--- src/rtl/cla_nibble_subtractor.sv ---
// cla_nibble_subtractor: multi-cycle a - b - bin, one carry-lookahead nibble per clock, LSB first
module cla_nibble_subtractor #(
  parameter int WIDTH = 16,
  parameter int NIBS  = WIDTH / 4
) (
  input  logic             clk,
  input  logic             rst_n,
  input  logic             in_valid,
  output logic             in_ready,
  input  logic [WIDTH-1:0] a,
  input  logic [WIDTH-1:0] b,
  input  logic             bin,
  output logic             out_valid,
  input  logic             out_ready,
  output logic [WIDTH-1:0] diff,
  output logic             bout,
  output logic             ovf
);
  localparam int CW = $clog2(NIBS);
  localparam logic [1:0] IDLE = 2'd0;
  localparam logic [1:0] RUN  = 2'd1;
  localparam logic [1:0] DONE = 2'd2;
  logic [1:0]       state;
  logic [WIDTH-1:0] ra, rb;
  logic             brw;
  logic [CW-1:0]    cnt;
  logic [3:0]       an, bn, g, p, s;
  logic [4:0]       c;
  logic             last;
  assign in_ready  = state == IDLE;
  assign out_valid = state == DONE;
  assign last      = cnt == CW'(NIBS - 1);
  // Subtraction as a + ~b + ~borrow; borrow between nibbles travels only through brw.
  always_comb begin
    an   = ra[{cnt, 2'b00} +: 4];
    bn   = ~rb[{cnt, 2'b00} +: 4];
    g    = an & bn;
    p    = an | bn;
    c[0] = ~brw;
    c[1] = g[0] | (p[0] & c[0]);
    c[2] = g[1] | (p[1] & g[0]) | (p[1] & p[0] & c[0]);
    c[3] = g[2] | (p[2] & g[1]) | (p[2] & p[1] & g[0]) | (p[2] & p[1] & p[0] & c[0]);
    c[4] = g[3] | (p[3] & g[2]) | (p[3] & p[2] & g[1]) | (p[3] & p[2] & p[1] & g[0])
         | (p[3] & p[2] & p[1] & p[0] & c[0]);
    s    = an ^ bn ^ c[3:0];
  end
  always_ff @(posedge clk) begin
    if (!rst_n) begin
      state <= IDLE;
      ra    <= '0;
      rb    <= '0;
      brw   <= 1'b0;
      cnt   <= '0;
      diff  <= '0;
      bout  <= 1'b0;
      ovf   <= 1'b0;
    end else if (state == IDLE) begin
      if (in_valid) begin
        ra    <= a;
        rb    <= b;
        brw   <= bin;
        cnt   <= '0;
        state <= RUN;
      end
    end else if (state == RUN) begin
      diff[{cnt, 2'b00} +: 4] <= s;
      brw <= ~c[4];
      cnt <= cnt + 1'b1;
      if (last) begin
        bout  <= ~c[4];
        ovf   <= (ra[WIDTH-1] != rb[WIDTH-1]) & (s[3] != ra[WIDTH-1]);
        state <= DONE;
      end
    end else if (out_ready) begin
      state <= IDLE;
    end
  end
endmodule

--- config.mk ---
export PLATFORM = sky130hd
export DESIGN_NAME = cla_nibble_subtractor
export DESIGN_NICKNAME = d
export VERILOG_FILES = /design/src/rtl/cla_nibble_subtractor.sv
export SDC_FILE = /design/constraint.sdc
export NUM_CORES = 1
export LEC_CHECK = 0
export ABC_CLOCK_PERIOD_IN_PS = 2600
export CORE_ASPECT_RATIO = 1.75
export CORE_MARGIN = 2
export CORE_UTILIZATION = 45
export CTS_CLUSTER_SIZE = 12
export DETAILED_ROUTE_END_ITERATION = 8
export PLACE_DENSITY = 0.72
export RECOVER_POWER = 50
export SKIP_CTS_REPAIR_TIMING = 1
export SYNTH_ARGS = -nofsm -noshare
export SYNTH_HDL_FRONTEND = slang
export SYNTH_SLANG_ARGS = --single-unit
--- constraint.sdc ---
create_clock -name clk -period 2.6 [get_ports clk]
set_input_delay 0.26 -clock clk [delete_from_list [all_inputs] [get_ports clk]]
set_output_delay 0.26 -clock clk [all_outputs]
set_load 0.1 [all_outputs]
==> results.toml <==
[outcome]
status = "finished clean"

[placed_design]
dp_slack_ns = 0.172
gp_congestion = 0.861
io_buffers = 56
dp_hpwl_microns = 4260

[logic_synthesis]
syn_area_sq_mm = 0.00271
synth.area.top_cells = "dfxtp_1 41%, nand2_1 9.3%, a21boi_0 8.6%"
synth_edf_count = 0
ys.flop_type = "dfxtp_1"
yosys.area.top_type_share_pct = 40.7
synth_area_leader_cell = "dfxtp_1"
synth.net_count = 335
syn_inst = 283
yosysUniqueCellTypes = 34
syn_area_per_cell_sq_um = 9.57
synth-async-reset-ratio_pct = 0
ys_seq_elements = 55
seq_area_frac_synth_pct = 40.7
yosys_warnings = 0

[clock_network]
cts_htree_levels = 2
clkTransAtPathRegs_ns = 0.09
numCtsBuffers = 5
cts_root_buffer = "clkbuf_8"
cts_buffer_depth = 2
cts_sinks = 55
tritoncts = "done"
clk-insertion-delay-late_ns = 0.30

[timing]
fmax_mhz = 417
fin_crit_ns = 2.40
layout_setup_ws_ns = 0.201
hold_slack_ns = 0.465
rsz0062_at_grt = "false"
slew_headroom_pct = 19.9
final_max_slew_viol_count = 0
setup_viol = 0
timing.final.crit_share_pct = 92.3
hold_viol = 0
tightestPinTransition_ns = 1.21
tns_ns = 0
clock-skew-final_ns = 0.00385

[global_route]
gr-total-overflow = 0
grt_antenna_before_repair = 0
grt_pass1_vias = 2006
grt_use_total_pct = 17.7
grt_pass1_wl_microns = 9380
grt_max_degree = 56

[drt]
wirelength_microns = 5480
vias = 2060
drc = 0
drtIter0Drc = 44
first_pass_iters = 4
drtAntennaViolNets = 0
avgViaCountPerCell = 4.94
wl_per_cell_microns = 13.1

[final_layout]
layout_commonest_cell = "nand2_1"
drive_gt1_share_pct = 10.3
final_cell_mix = "67 x nand2_1, 54 x dfxtp_1, 36 x clkdlybuf4s50_1, 32 x a21boi_0, 21 x clkbuf_1"
nets = 390
multi_input_area_sq_mm = 0.00148
ff_latch_area_sq_mm = 0.00110
area_growth_pct = 22.7
antenna_cells = 0
fillers = 578

[worst_setup_path]
startpoint_type = "flip-flop"
required_ns = 2.84
critPathArrivalTime_ns = 2.64
cp_max_fo = 10
critPathKind = "flip-flop to flip-flop"
crit_path_end_kind = "flip-flop"

[floorplan]
die_h_microns = 107
start_util_pct = 46.4
fp.dieW_microns = 62.6
row_count = 37
core-area_sq_mm = 0.00583
dieArea_sq_mm = 0.00668
ios = 57

[pwr]
power_w = 0.00180
p_leak_nw = 1.23
power.ir.vdd_worst_mv = 0.339
pwr_density_cell_mw_per_mm2 = 543

[worst_hold_path]
hold_class = "flip-flop to flip-flop"

[job]
drv_cap = 0
-- layout make-up --
class                   count  share of cell area (%)
inverters                  15                    1.69
repair buffers             63                    14.7
well taps                  78                    2.94
clock buffers               8                    3.01
multi-input cells         198                    44.5
flip-flops and latches     55                    33.2
-- cells in the mapped netlist (all sizes together), types with 3 or more instances --
| library cell | instances |
|---|---|
| nand2 | 71 |
| dfxtp | 55 |
| a21boi | 34 |
| nor2b | 20 |
| a22oi | 17 |
| inv | 15 |
| ha | 14 |
| clkbuf | 9 |
| mux4 | 8 |
| buf | 6 |
| a21oi | 4 |
| nand2b | 4 |
| nor4b | 3 |
-- final timing paths --
path | cells past startpoint | slack [ns] | end | startpoint
max | 9 | 0.20 | diff[3] | cnt[0]
min | 2 | 0.46 | rb[8] | rb[8]
max reg2reg | 9 | 0.20 | diff[3] | cnt[0]
min reg2reg | 2 | 0.46 | rb[8] | rb[8]
-- report_power, final --
group / total [W] / switching [W] / internal [W]
Combinational: 0.000391 / 0.000217 / 0.000174
Sequential: 0.000908 / 0.0000266 / 0.000882
Clock: 0.000506 / 0.000262 / 0.000244
Total: 0.00180 / 0.000506 / 0.00130
-- per-stage QoR --
step           instances  cell area (sq um)  util, %
6_report             417               3320     57.0
3_5_place_dp         409               3300     56.5
3_3_place_gp         409               3300     56.5
4_1_cts              417               3400     58.2
5_1_grt              417               3320     57.0
2_1_floorplan        283               2710        -
-- registers in the layout, summed over array words and instances (netlist names) --
name	flops
bout	1
brw	1
ovf	1
state	2
diff	16
ra	16
rb	16
cnt	2
-- worst max-delay path, cell delays in order, from the launching register on --
cell and delay [ns]:
dfxtp_1 0.49, buf_4 0.27, mux4_2 0.34, inv_1 0.07
ha_1 0.25, and3_1 0.20, a221oi_2 0.33, buf_4 0.19
a22oi_1 0.07, nor2b_1 0.14
-- kinds of logic (layout without fill, tap and decap cells) --
group	Yosys count	count (layout)	synth area share, %
adder cells (fa/ha/maj)	15	15	7.21
AO/OA/AOI/OAI	64	64	18.0
flip-flops	55	55	40.7
AND/OR/NAND/NOR	108	108	21.7
multiplexers	9	9	7.02
buffers and inverters	30	86	4.71
XOR/XNOR	2	2	0.647
-- routing by layer --
| metal | track usage [%] | wire [microns] | up-vias | part of all wire (%) |
|---|---|---|---|---|
| met1 | 18.4 | 2100 | 949 | 38 |
| met3 | 2.52 | 175 | 7 | 3.2 |
| li1 | - | - | 1064 | - |
| met4 | 6.19 | 85 | 0 | 1.6 |
| met5 | 0 | 0 | - | 0 |
| met2 | 35.2 | 3120 | 40 | 57 |
No activity file was read; power rests on OpenSTA's default activity.
